--- src/rtl/apb_periph_arbiter.sv ---
// Two-requester round-robin arbiter in front of a single APB master port.
// Optional ACCESS-phase timeout is compiled in when APB_TIMEOUT_EN is defined.
module apb_periph_arbiter #(
    parameter int APB_ADDR_WIDTH = 32,
    parameter int APB_DATA_WIDTH = 32,
    parameter int TIMEOUT_CYCLES = 255
) (
    input  logic                        clk_i,
    input  logic                        rst_i,
    input  logic [1:0]                  req_i,
    input  logic [2*APB_ADDR_WIDTH-1:0] addr_i,
    input  logic [1:0]                  we_i,
    input  logic [2*APB_DATA_WIDTH-1:0] wdata_i,
    output logic [1:0]                  gnt_o,
    output logic [1:0]                  rvalid_o,
    output logic [APB_DATA_WIDTH-1:0]   rdata_o,
    output logic                        err_o,
    output logic [APB_ADDR_WIDTH-1:0]   paddr_o,
    output logic [APB_DATA_WIDTH-1:0]   pwdata_o,
    output logic                        pwrite_o,
    output logic                        psel_o,
    output logic                        penable_o,
    input  logic [APB_DATA_WIDTH-1:0]   prdata_i,
    input  logic                        pready_i,
    input  logic                        pslverr_i
);

    localparam int AW = APB_ADDR_WIDTH;
    localparam int DW = APB_DATA_WIDTH;

    typedef enum logic [1:0] {
        IDLE   = 2'd0,
        SETUP  = 2'd1,
        ACCESS = 2'd2
    } state_t;

    state_t          state_q, state_d;
    logic            ptr_q, ptr_d;
    logic            owner_q, owner_d;
    logic [AW-1:0]   paddr_q, paddr_d;
    logic [DW-1:0]   pwdata_q, pwdata_d;
    logic            pwrite_q, pwrite_d;
    logic [DW-1:0]   rdata_q, rdata_d;
    logic            err_q, err_d;
    logic [1:0]      rvalid_q, rvalid_d;
    logic [1:0]      gnt;
    logic            winner;
    logic            timeout;

`ifdef APB_TIMEOUT_EN
    localparam int CNT_W = $clog2(TIMEOUT_CYCLES + 1);

    logic [CNT_W-1:0] cnt_q, cnt_d;

    always_comb begin
        cnt_d   = cnt_q;
        timeout = 1'b0;
        if (state_q == SETUP) begin
            cnt_d = '0;
        end else if (state_q == ACCESS && !pready_i) begin
            cnt_d = cnt_q + 1'b1;
            if (cnt_d == CNT_W'(TIMEOUT_CYCLES)) begin
                timeout = 1'b1;
            end
        end
    end

    always_ff @(posedge clk_i) begin
        if (rst_i) begin
            cnt_q <= '0;
        end else begin
            cnt_q <= cnt_d;
        end
    end
`else
    logic unused_timeout_cfg;
    assign unused_timeout_cfg = ^TIMEOUT_CYCLES;
    assign timeout            = 1'b0;
`endif

    // The priority holder wins when requesting; otherwise the other requester does.
    assign winner = req_i[ptr_q] ? ptr_q : ~ptr_q;

    always_comb begin
        state_d  = state_q;
        ptr_d    = ptr_q;
        owner_d  = owner_q;
        paddr_d  = paddr_q;
        pwdata_d = pwdata_q;
        pwrite_d = pwrite_q;
        rdata_d  = rdata_q;
        err_d    = err_q;
        rvalid_d = 2'b00;
        gnt      = 2'b00;

        case (state_q)
            IDLE: begin
                // Gated by reset so a requester never sees a grant that gets discarded.
                if (|req_i && !rst_i) begin
                    gnt[winner] = 1'b1;
                    paddr_d     = addr_i[(winner ? AW : 0) +: AW];
                    pwdata_d    = wdata_i[(winner ? DW : 0) +: DW];
                    pwrite_d    = we_i[winner];
                    owner_d     = winner;
                    ptr_d       = ~winner;
                    state_d     = SETUP;
                end
            end
            SETUP: begin
                state_d = ACCESS;
            end
            ACCESS: begin
                if (pready_i) begin
                    rdata_d           = pwrite_q ? '0 : prdata_i;
                    err_d             = pslverr_i;
                    rvalid_d[owner_q] = 1'b1;
                    state_d           = IDLE;
                end else if (timeout) begin
                    rdata_d           = '0;
                    err_d             = 1'b1;
                    rvalid_d[owner_q] = 1'b1;
                    state_d           = IDLE;
                end
            end
            default: begin
                state_d = IDLE;
            end
        endcase
    end

    always_ff @(posedge clk_i) begin
        if (rst_i) begin
            state_q  <= IDLE;
            ptr_q    <= 1'b0;
            owner_q  <= 1'b0;
            paddr_q  <= '0;
            pwdata_q <= '0;
            pwrite_q <= 1'b0;
            rdata_q  <= '0;
            err_q    <= 1'b0;
            rvalid_q <= 2'b00;
        end else begin
            state_q  <= state_d;
            ptr_q    <= ptr_d;
            owner_q  <= owner_d;
            paddr_q  <= paddr_d;
            pwdata_q <= pwdata_d;
            pwrite_q <= pwrite_d;
            rdata_q  <= rdata_d;
            err_q    <= err_d;
            rvalid_q <= rvalid_d;
        end
    end

    // APB phase strobes decode straight from the state, so penable can never lead psel.
    assign psel_o    = (state_q != IDLE);
    assign penable_o = (state_q == ACCESS);
    assign gnt_o     = gnt;
    assign rvalid_o  = rvalid_q;
    assign rdata_o   = rdata_q;
    assign err_o     = err_q;
    assign paddr_o   = paddr_q;
    assign pwdata_o  = pwdata_q;
    assign pwrite_o  = pwrite_q;

endmodule

--- config.mk ---
export PLATFORM = sky130hd
export DESIGN_NAME = apb_periph_arbiter
export DESIGN_NICKNAME = d
export VERILOG_FILES = /design/src/rtl/apb_periph_arbiter.sv
export SDC_FILE = /design/constraint.sdc
export NUM_CORES = 1
export LEC_CHECK = 0
export CORE_MARGIN = 2
export CORE_UTILIZATION = 30
export CTS_BUF_LIST = sky130_fd_sc_hd__clkbuf_4 sky130_fd_sc_hd__clkbuf_8
export DETAILED_ROUTE_END_ITERATION = 10
export PLACE_DENSITY = 0.79
export SETUP_SLACK_MARGIN = 0.4
export SYNTH_ARGS = -nofsm -noshare
export SYNTH_HDL_FRONTEND = slang
export SYNTH_SLANG_ARGS = --single-unit
--- constraint.sdc ---
create_clock -name clk_i -period 1.95 [get_ports clk_i]
set_input_delay 0.39 -clock clk_i [delete_from_list [all_inputs] [get_ports clk_i]]
set_output_delay 0.39 -clock clk_i [all_outputs]
set_load 0.005 [all_outputs]
==> results of run 1 <==
==> final timing paths <==
check	slack (ns)	startpoint	endpoint	depth (start not counted)
worst min register to register	0.45	owner_q	rvalid_o[0]	1
worst max-delay path	0.26	state_q[0]	gnt_o[1]	4
worst min-delay path	0.45	owner_q	rvalid_o[0]	1
worst max register to register	0.34	state_q[0]	paddr_o[6]	8
==> placed cells by master, fill, tap and decap left out, types with 3 or more instances in the layout <==
cell type | synthesis | routed
o21ai_0 | 9 | 9
buf_4 | 3 | 16
inv_1 | 57 | 57
clkbuf_8 | 0 | 9
a22o_1 | 32 | 32
nor2_1 | 6 | 4
a21oi_4 | 0 | 3
inv_6 | 0 | 3
dfxtp_2 | 0 | 66
a222oi_1 | 54 | 54
clkdlybuf4s50_1 | 0 | 165
buf_6 | 5 | 8
buf_12 | 0 | 3
dlygate4sd2_1 | 0 | 102
dfxtp_1 | 104 | 36
nand2_1 | 15 | 15
mux2i_1 | 12 | 12
==> power by group <==
group          total (uW)  internal (uW)  switching, uW  leakage [uW]
Sequential           2410           2320           88.5      0.000880
Clock                1550            750            797      0.000118
Combinational        1080            677            404       0.00246
==> stage by stage <==
stage / cells / total power (uW)
finish: 766 / 5034
detailed placement: 734 / 3551
global route: 766 / 5263
floorplan: 332 / 2767
global placement: 734 / 3516
CTS: 760 / 5062
==> layout make-up <==
type                    instances  area (um^2)
multi-input cells             145         1237
fillers                      1056         4999
flip-flops and latches        104         2172
clock inverters                 7        111.4
repair buffers                297         2870
inverters                      57        214.0
well taps                     147        183.9
clock buffers                   9        123.9
==> what timing repair did <==
action,in CTS,in global routing
setup endpoints to repair,194,103
gates cloned,2,1
pin swaps,21,30
setup buffers,8,5
gates resized for setup,198,9
==> state kept, by name, summed over array words and instances (netlist names) <==
| name | cells |
|---|---|
| rdata_o | 32 |
| state_q | 2 |
| ptr_q | 1 |
| rvalid_o | 2 |
| owner_q | 1 |
| paddr_o | 32 |
| pwrite_o | 1 |
| pwdata_o | 32 |
| err_o | 1 |
==> cell families (layout without fill, tap and decap cells) <==
logic type | count (synthesis) | after routing | synth area share [%]
AO/OA/AOI/OAI | 103 | 104 | 25.27
buffers and inverters | 84 | 370 | 10.48
flip-flops | 104 | 104 | 57.36
multiplexers | 12 | 12 | 3.309
AND/OR/NAND/NOR | 29 | 29 | 3.585
==> worst register-to-register path: stages (launching register included) <==
cell	delay, ns
dfxtp_4	0.36
buf_4	0.15
nor2_4	0.10
buf_4	0.13
a21oi_4	0.06
buf_4	0.15
buf_16	0.16
a222oi_1	0.32
inv_1	0.08
==> routing by layer <==
metal / GRT usage, % / vias to the layer above / routed length [um]
li1: - / 1801 / -
met1: 19.80 / 1799 / 4810
met2: 34.01 / 205 / 6563
met3: 7.014 / 28 / 1319
met4: 8.049 / 0 / 385
met5: 0 / - / 0
==> run_summary.xml, run 1 <==
<?xml version="1.0" encoding="UTF-8"?>
<metrics>
  <group name="worst_setup_path">
    <metric name="critPathSlowestCell" unit="">dfxtp_4</metric>
    <metric name="start_kind" unit="">flip-flop</metric>
    <metric name="critical_path_buf_inv_count" unit="">2</metric>
    <metric name="endpoint_kind" unit="">output port</metric>
    <metric name="cp.required" unit="ns">1.56</metric>
    <metric name="critical-path-max-stage-delay" unit="ns">0.36</metric>
    <metric name="cell_chain_critical_path" unit="">nor3_2, buf_4, and3_4, buf_6</metric>
    <metric name="path_max_fanout" unit="">3</metric>
    <metric name="critPathKind" unit="">reg2out</metric>
    <metric name="critPathTopFamily" unit="">flip-flops</metric>
    <metric name="worst_ep_arrival_time" unit="ns">1.30</metric>
  </group>
  <group name="layout">
    <metric name="synthToLayoutAreaGrowth" unit="%">90.45</metric>
    <metric name="drive_above_1_share" unit="%">19.87</metric>
    <metric name="diodes" unit="">0</metric>
    <metric name="design.final.nets" unit="">782</metric>
    <metric name="final_design_area_no_fill" unit="um^2">6913</metric>
    <metric name="finalCoreUtilization" unit="%">58.04</metric>
  </group>
  <group name="synthesis">
    <metric name="post_synth_most_frequent_cells" unit="">dfxtp_1, inv_1, a222oi_1, a22o_1, nand2_1</metric>
    <metric name="syn_avg_cell_area" unit="um^2">10.93</metric>
    <metric name="synth_top_area_share" unit="%">57.36</metric>
    <metric name="synth_most_common_cell" unit="">dfxtp_1</metric>
    <metric name="synth.lib_cells_used.distinct" unit="">24</metric>
    <metric name="synth_flop_cell" unit="">dfxtp_1</metric>
    <metric name="synthesis.instances" unit="">332</metric>
    <metric name="ys_seq_elements" unit="">104</metric>
    <metric name="synth.cell_area" unit="um^2">3630</metric>
    <metric name="yosys_warnings" unit="">0</metric>
    <metric name="synth-edff-count" unit="">0</metric>
    <metric name="netlist.top_cell.by_area" unit="">dfxtp_1</metric>
    <metric name="synthesis.nets" unit="">500</metric>
    <metric name="post_synth_main_area_contributors" unit="">dfxtp_1, a222oi_1, a22o_1</metric>
    <metric name="ys_seq_area_share" unit="%">57.36</metric>
    <metric name="ys_async_sr_fraction" unit="%">0</metric>
  </group>
  <group name="drt">
    <metric name="route.antenna.remaining_nets" unit="">0</metric>
    <metric name="total_wire_length" unit="um">13080</metric>
    <metric name="tritonroute_pass_1_iters" unit="">8</metric>
    <metric name="drt_iter0_drc" unit="">341</metric>
    <metric name="avgRoutedWirePerCell" unit="um">17.07</metric>
    <metric name="vias" unit="">3833</metric>
    <metric name="post_drt_via_cell_ratio" unit="">5.004</metric>
    <metric name="drc" unit="">0</metric>
  </group>
  <group name="clock_network">
    <metric name="tritoncts" unit="">yes</metric>
    <metric name="tritoncts.num_buffers" unit="">9</metric>
    <metric name="h-tree-depth" unit="">3</metric>
    <metric name="numClockSinks" unit="">104</metric>
    <metric name="clock_tree.buffer_depth" unit="">2</metric>
    <metric name="clkLatencyLatePin" unit="ns">0.37</metric>
    <metric name="clk_pin_slew" unit="ns">0.11</metric>
    <metric name="root_buffer" unit="">clkbuf_8</metric>
    <metric name="post_cts_hold_buffer_count" unit="">0</metric>
  </group>
  <group name="placed_design">
    <metric name="gp_routability_congestion" unit="">0.7465</metric>
    <metric name="placed_cell_area" unit="um^2">6496</metric>
    <metric name="dp_hpwl" unit="um">9156</metric>
    <metric name="dp_slack" unit="ns">-0.3854</metric>
    <metric name="placement.io_buffers" unit="">271</metric>
  </group>
  <group name="floorplan">
    <metric name="die_w" unit="um">114.0</metric>
    <metric name="floorplan.initialDensity" unit="%">30.47</metric>
    <metric name="io-pin-count" unit="">272</metric>
    <metric name="floorplan.die_area" unit="um^2">12990</metric>
    <metric name="design.core.area" unit="um^2">11910</metric>
    <metric name="fp.dieH" unit="um">114.0</metric>
    <metric name="placementRows" unit="">40</metric>
  </group>
  <group name="timing">
    <metric name="final_critical_path_setup_slack" unit="ns">0.2595</metric>
    <metric name="post_route_setup_tns" unit="ns">0</metric>
    <metric name="finalWorstPathRequiredPeriod" unit="ns">1.691</metric>
    <metric name="finalHoldViolations" unit="">0</metric>
    <metric name="slew_headroom" unit="%">66.98</metric>
    <metric name="final_setup_skew" unit="ns">0.01373</metric>
    <metric name="maxSlewViolCount" unit="">0</metric>
    <metric name="tightest_pin_transition" unit="ns">0.4942</metric>
    <metric name="unrepaired_setup_endpoints_after_global_routing" unit="">yes</metric>
    <metric name="finalHoldWorstSlack" unit="ns">0.4498</metric>
    <metric name="fmax" unit="MHz">591.5</metric>
    <metric name="finalCritPeriodShare" unit="%">86.69</metric>
    <metric name="setup-violations-final" unit="">0</metric>
  </group>
  <group name="run">
    <metric name="max_cap_violations" unit="">0</metric>
  </group>
  <group name="power_and_ir_drop">
    <metric name="leakage" unit="uW">0.003461</metric>
    <metric name="power_per_cell_area" unit="nW/um^2">728.1</metric>
    <metric name="max-vdd-ir-drop" unit="mV">0.4324</metric>
  </group>
  <group name="status">
    <metric name="outcome" unit="">complete, no violations</metric>
  </group>
  <group name="global_routing">
    <metric name="global_route.overflow_total" unit="">0</metric>
    <metric name="grt_pass1_wl" unit="um">19480</metric>
    <metric name="grt_start_max_net_pins" unit="">56</metric>
    <metric name="via_count_of_the_first_global_routing_pass" unit="">3952</metric>
    <metric name="initial_antenna_violation_count" unit="">0</metric>
    <metric name="globalRouteTotalUtil" unit="%">18.93</metric>
  </group>
  <group name="min_path">
    <metric name="timing.hold.worst.class" unit="">reg2reg</metric>
  </group>
</metrics>
(Power assumes the default switching activity.)
==> inputs of run 2 (changes only) <==
PLACE_DENSITY = 0.7   (was 0.79)
==> run 2 against run 1 <==
  * Sequential cell count unchanged
  * Sequential power about the same
  * Sequential share of layout area down 0.40 points
  * Setup slack worse by 0.0037 ns
  * Clock skew down 0.0041 ns
  * Final area up 0.65%
  * Critical path depth unchanged
  * Final cell count up 0.39%
  * Utilization up 0.38 points
==> run_summary.xml, run 2 (same netlist as run 1, synthesis figures left out) <==
<?xml version="1.0" encoding="UTF-8"?>
<metrics>
  <group name="power_and_ir_drop">
    <metric name="leakage" unit="uW">0.003466</metric>
    <metric name="max-vdd-ir-drop" unit="mV">0.4354</metric>
    <metric name="power_per_cell_area" unit="nW/um^2">703.8</metric>
    <metric name="post-layout-total-power" unit="uW">4897</metric>
  </group>
  <group name="worst_setup_path">
    <metric name="path_max_fanout" unit="">3</metric>
    <metric name="worst_ep_arrival_time" unit="ns">1.30</metric>
    <metric name="critical_path_buf_inv_count" unit="">2</metric>
    <metric name="critPathKind" unit="">reg2out</metric>
    <metric name="critical-path-max-stage-delay" unit="ns">0.37</metric>
    <metric name="cell_chain_critical_path" unit="">nor3_2, buf_4, and3_4, buf_6</metric>
    <metric name="critPathTopFamily" unit="">flip-flops</metric>
    <metric name="cp.required" unit="ns">1.56</metric>
    <metric name="endpoint_kind" unit="">output port</metric>
    <metric name="critPathSlowestCell" unit="">dfxtp_4</metric>
    <metric name="start_kind" unit="">flip-flop</metric>
  </group>
  <group name="layout">
    <metric name="finalCoreUtilization" unit="%">58.41</metric>
    <metric name="synthToLayoutAreaGrowth" unit="%">91.69</metric>
    <metric name="mostFrequentLayoutCell" unit="">clkdlybuf4s50_1</metric>
    <metric name="fillCellCount" unit="">1064</metric>
    <metric name="sequential_cell_area" unit="um^2">2158</metric>
    <metric name="design.final.nets" unit="">785</metric>
    <metric name="multi_input_comb_area" unit="um^2">1221</metric>
    <metric name="drive_above_1_share" unit="%">18.65</metric>
    <metric name="diodes" unit="">0</metric>
    <metric name="mostFrequentLayoutCells" unit="">clkdlybuf4s50_1, dlygate4sd2_1, inv_1</metric>
  </group>
  <group name="drt">
    <metric name="total_wire_length" unit="um">13080</metric>
    <metric name="drc" unit="">0</metric>
    <metric name="avgRoutedWirePerCell" unit="um">17.01</metric>
    <metric name="tritonroute_pass_1_iters" unit="">10</metric>
    <metric name="drt_iter0_drc" unit="">369</metric>
    <metric name="vias" unit="">3819</metric>
    <metric name="route.antenna.remaining_nets" unit="">0</metric>
    <metric name="post_drt_via_cell_ratio" unit="">4.966</metric>
  </group>
  <group name="min_path">
    <metric name="timing.hold.worst.class" unit="">reg2reg</metric>
  </group>
  <group name="timing">
    <metric name="finalHoldViolations" unit="">0</metric>
    <metric name="final_critical_path_setup_slack" unit="ns">0.2558</metric>
    <metric name="maxSlewViolCount" unit="">0</metric>
    <metric name="post_route_setup_tns" unit="ns">0</metric>
    <metric name="fmax" unit="MHz">590.2</metric>
    <metric name="setup-violations-final" unit="">0</metric>
    <metric name="final_setup_skew" unit="ns">0.009657</metric>
    <metric name="unrepaired_setup_endpoints_after_global_routing" unit="">yes</metric>
    <metric name="tightest_pin_transition" unit="ns">0.3744</metric>
    <metric name="finalWorstPathRequiredPeriod" unit="ns">1.694</metric>
    <metric name="slew_headroom" unit="%">75.04</metric>
    <metric name="finalCritPeriodShare" unit="%">86.88</metric>
  </group>
  <group name="status">
    <metric name="outcome" unit="">complete, no violations</metric>
  </group>
  <group name="floorplan">
    <metric name="placementRows" unit="">40</metric>
    <metric name="die_w" unit="um">114.0</metric>
    <metric name="floorplan.die_area" unit="um^2">12990</metric>
    <metric name="design.core.area" unit="um^2">11910</metric>
    <metric name="floorplan.initialDensity" unit="%">30.47</metric>
    <metric name="fp.dieH" unit="um">114.0</metric>
    <metric name="io-pin-count" unit="">272</metric>
  </group>
  <group name="global_routing">
    <metric name="grt_pass1_wl" unit="um">18900</metric>
    <metric name="via_count_of_the_first_global_routing_pass" unit="">3830</metric>
    <metric name="globalRouteTotalUtil" unit="%">18.46</metric>
    <metric name="global_route.overflow_total" unit="">0</metric>
    <metric name="initial_antenna_violation_count" unit="">0</metric>
    <metric name="grt_start_max_net_pins" unit="">56</metric>
  </group>
  <group name="clock_network">
    <metric name="tritoncts" unit="">yes</metric>
    <metric name="clk_pin_slew" unit="ns">0.10</metric>
    <metric name="root_buffer" unit="">clkbuf_8</metric>
    <metric name="tritoncts.num_buffers" unit="">9</metric>
    <metric name="clkLatencyLatePin" unit="ns">0.36</metric>
    <metric name="clock_tree.buffer_depth" unit="">2</metric>
    <metric name="post_cts_hold_buffer_count" unit="">0</metric>
    <metric name="h-tree-depth" unit="">3</metric>
    <metric name="numClockSinks" unit="">104</metric>
  </group>
  <group name="placed_design">
    <metric name="dp_slack" unit="ns">-0.2799</metric>
    <metric name="placement.io_buffers" unit="">271</metric>
    <metric name="gp_routability_congestion" unit="">0.7297</metric>
    <metric name="dp_hpwl" unit="um">9165</metric>
  </group>
  <group name="run">
    <metric name="max_cap_violations" unit="">0</metric>
  </group>
</metrics>
[run 2: changes by cell type in the layout (fill, tap and decap cells not counted), moves of 2 or more]
cell,delta
dfxtp_1,+11
inv_8,+2
clkbuf_16,+3
dfxtp_2,-11
buf_6,-2
buf_12,+3
[run 2: worst paths after layout]
| check | start | to | slack, ns | cells past startpoint |
|---|---|---|---|---|
| min reg2reg | owner_q | rvalid_o[0] | 0.45 | 1 |
| max | state_q[0] | gnt_o[0] | 0.26 | 4 |
| min | owner_q | rvalid_o[0] | 0.45 | 1 |
| max reg2reg | state_q[0] | rdata_o[8] | 0.30 | 7 |
[run 2: stage by stage]
step / hold WS, ns / cells / instance area (um^2)
floorplan: 0.4137 / 332 / 3630
CTS: 0.4541 / 759 / 6769
detailed placement: 0.4329 / 735 / 6516
global placement: 0.4226 / 735 / 6516
global route: 0.4662 / 769 / 6958
finish: 0.4475 / 769 / 6958
[run 2: timing repair]
item,in CTS,in global routing
setup endpoints to repair,177,93
pin swaps,3,5
setup buffers,8,5
resized for setup,187,8
gates cloned,0,5
hold endpoints to repair,0,0
[run 2: layout make-up]
type	instances	area share, %
well taps	147	2.643
clock inverters	7	1.241
multi-input cells	144	17.55
flip-flops and latches	104	31.02
clock buffers	9	1.780
repair buffers	301	42.69
inverters	57	3.075
[run 2: per-layer routing]
metal	vias up	global-route usage [%]	share of wire, %	routed length [um]
met3	27	6.111	10	1309
li1	1814	-	-	-
met1	1762	19.58	38	4988
met5	-	0	0	0
met2	216	32.66	49	6370
met4	0	9.350	3.1	412
[run 2: worst register-to-register path, stage by stage, from the launching register on]
cell,delay [ns]
dfxtp_4,0.37
buf_4,0.14
nor2b_4,0.15
buf_6,0.11
nand3b_1,0.17
nor2_4,0.31
clkbuf_16,0.22
a22o_1,0.13
[run 2: power by group]
group / leakage (uW) / switching [uW] / internal, uW
clock: 0.000104 / 783 / 623
sequential: 0.000876 / 86.2 / 2310
combinational: 0.00249 / 400 / 691
total: 0.00347 / 1270 / 3630
==> inputs of run 3 (changes only) <==
RECOVER_POWER = 50   (was not set)
==> run 3 against run 2 <==
  * Clock power barely moved
  * Maximum frequency is 3.1% lower
  * Final cell count unchanged
  * Die area did not move
  * Sequential share of layout area shrank 0.73 points
  * Worst hold slack is essentially flat
  * Sequential cell count did not move
  * Combinational power barely moved
  * Total power is 0.32% lower
  * Utilization down 0.61 points
  * Critical path type is now in2out
  * Highest routed layer unchanged
==> run_summary.xml, run 3 (same netlist as run 1, synthesis figures left out) <==
<?xml version="1.0" encoding="UTF-8"?>
<metrics>
  <group name="clock_network">
    <metric name="post_cts_hold_buffer_count" unit="">0</metric>
    <metric name="tritoncts.num_buffers" unit="">9</metric>
    <metric name="tritoncts" unit="">yes</metric>
    <metric name="clkLatencyLatePin" unit="ns">0.36</metric>
    <metric name="numClockSinks" unit="">104</metric>
    <metric name="root_buffer" unit="">clkbuf_8</metric>
    <metric name="clk_pin_slew" unit="ns">0.10</metric>
    <metric name="clock_tree.buffer_depth" unit="">2</metric>
    <metric name="h-tree-depth" unit="">3</metric>
  </group>
  <group name="timing">
    <metric name="finalHoldViolations" unit="">0</metric>
    <metric name="setup-violations-final" unit="">0</metric>
    <metric name="final_setup_skew" unit="ns">0.009720</metric>
    <metric name="tightest_pin_transition" unit="ns">0.3774</metric>
    <metric name="finalWorstPathRequiredPeriod" unit="ns">1.748</metric>
    <metric name="final_critical_path_setup_slack" unit="ns">0.2024</metric>
    <metric name="fmax" unit="MHz">572.2</metric>
    <metric name="finalCritPeriodShare" unit="%">89.62</metric>
    <metric name="finalHoldWorstSlack" unit="ns">0.4473</metric>
    <metric name="unrepaired_setup_endpoints_after_global_routing" unit="">yes</metric>
    <metric name="slew_headroom" unit="%">74.84</metric>
    <metric name="maxSlewViolCount" unit="">0</metric>
  </group>
  <group name="worst_setup_path">
    <metric name="path_max_fanout" unit="">4</metric>
    <metric name="critPathKind" unit="">in2out</metric>
    <metric name="start_kind" unit="">input port</metric>
    <metric name="worst_ep_arrival_time" unit="ns">1.36</metric>
    <metric name="endpoint_kind" unit="">output port</metric>
    <metric name="cp.required" unit="ns">1.56</metric>
  </group>
  <group name="placed_design">
    <metric name="placement.io_buffers" unit="">271</metric>
    <metric name="dp_slack" unit="ns">-0.2799</metric>
    <metric name="gp_routability_congestion" unit="">0.7297</metric>
    <metric name="dp_cells" unit="">735</metric>
    <metric name="dp_hpwl" unit="um">9165</metric>
  </group>
  <group name="status">
    <metric name="outcome" unit="">complete, no violations</metric>
  </group>
  <group name="global_routing">
    <metric name="via_count_of_the_first_global_routing_pass" unit="">3830</metric>
    <metric name="globalRouteTotalUtil" unit="%">18.46</metric>
    <metric name="initial_antenna_violation_count" unit="">0</metric>
    <metric name="grt_pass1_wl" unit="um">18900</metric>
    <metric name="global_route.overflow_total" unit="">0</metric>
    <metric name="grt_start_max_net_pins" unit="">56</metric>
  </group>
  <group name="layout">
    <metric name="diodes" unit="">0</metric>
    <metric name="design.final.nets" unit="">785</metric>
    <metric name="mostFrequentLayoutCell" unit="">clkdlybuf4s50_1</metric>
    <metric name="drive_above_1_share" unit="%">9.646</metric>
    <metric name="fillCellCount" unit="">1091</metric>
    <metric name="mostFrequentLayoutCells" unit="">clkdlybuf4s50_1, dfxtp_1, dlygate4sd2_1</metric>
    <metric name="finalCoreUtilization" unit="%">57.80</metric>
    <metric name="synthToLayoutAreaGrowth" unit="%">89.69</metric>
    <metric name="fin_cells" unit="">769</metric>
  </group>
  <group name="run">
    <metric name="max_cap_violations" unit="">0</metric>
  </group>
  <group name="drt">
    <metric name="avgRoutedWirePerCell" unit="um">17.03</metric>
    <metric name="drt_iter0_drc" unit="">369</metric>
    <metric name="tritonroute_pass_1_iters" unit="">8</metric>
    <metric name="drc" unit="">0</metric>
    <metric name="post_drt_via_cell_ratio" unit="">4.971</metric>
    <metric name="vias" unit="">3823</metric>
    <metric name="route.antenna.remaining_nets" unit="">0</metric>
    <metric name="total_wire_length" unit="um">13100</metric>
  </group>
  <group name="floorplan">
    <metric name="floorplan.initialDensity" unit="%">30.47</metric>
    <metric name="design.core.area" unit="um^2">11910</metric>
    <metric name="placementRows" unit="">40</metric>
    <metric name="io-pin-count" unit="">272</metric>
    <metric name="floorplan.die_area" unit="um^2">12990</metric>
    <metric name="die_w" unit="um">114.0</metric>
    <metric name="fp.dieH" unit="um">114.0</metric>
  </group>
  <group name="power_and_ir_drop">
    <metric name="max-vdd-ir-drop" unit="mV">0.4321</metric>
    <metric name="power_per_cell_area" unit="nW/um^2">708.9</metric>
    <metric name="leakage" unit="uW">0.003443</metric>
  </group>
  <group name="min_path">
    <metric name="timing.hold.worst.class" unit="">reg2reg</metric>
  </group>
</metrics>
[run 3: cell types whose count changed in the layout (fill, tap and decap cells not counted)]
cell	previous run	this run
clkdlybuf4s50_1	166	164
dfxtp_2	55	0
dfxtp_1	47	103
dfxtp_4	2	1
dlygate4sd3_1	0	2
[run 3: path summary, 6_finish.rpt]
kind / end / cells after the start / slack, ns / from
worst max-delay path: gnt_o[1] / 4 / 0.20 / req_i[0]
worst min register to register: rvalid_o[0] / 1 / 0.45 / owner_q
worst min-delay path: rvalid_o[0] / 1 / 0.45 / owner_q
worst max register to register: rdata_o[8] / 7 / 0.25 / state_q[1]
[run 3: metrics by stage]
step	power, uW	setup TNS [ns]	cell area, um^2
2_1_floorplan	2767	0	3630
3_3_place_gp	3527	-11.62	6516
3_5_place_dp	3552	-13.88	6516
4_1_cts	4902	0	6769
5_1_grt	5126	0	6885
6_report	4881	0	6885
[run 3: where the power goes]
| group | internal (uW) | total [uW] | leakage [uW] | switching [uW] |
|---|---|---|---|---|
| logic | 690 | 1090 | 0.00249 | 400 |
| clock network | 623 | 1410 | 0.000104 | 784 |
| registers | 2300 | 2380 | 0.000852 | 86.2 |
[run 3: layout make-up]
| cell class | instances | area, um^2 | area share [%] |
|---|---|---|---|
| repair buffers | 301 | 2970 | 43.14 |
| clock inverters | 7 | 86.33 | 1.254 |
| inverters | 57 | 214.0 | 3.107 |
| clock buffers | 9 | 123.9 | 1.799 |
| flip-flops and latches | 104 | 2086 | 30.29 |
| multi-input cells | 144 | 1221 | 17.74 |
| well taps | 147 | 183.9 | 2.671 |
[run 3: repair_timing]
action | in CTS | in global routing
pin swaps | 3 | 5
cloned | 0 | 5
resized for setup | 187 | 8
endpoints found under the setup margin | 177 | 93
buffers inserted | 8 | 5
[run 3: metal layers]
layer	vias to the layer above	global-route usage, %	wire [um]
met5	-	0	0
li1	1813	-	-
met3	27	6.111	1333
met4	0	9.350	412
met1	1766	19.58	4957
met2	217	32.66	6396
[run 3: critical path: stages]
cell	delay [ns]
dlygate4sd3_1	0.59
nand2b_1	0.09
and3_4	0.19
buf_6	0.09
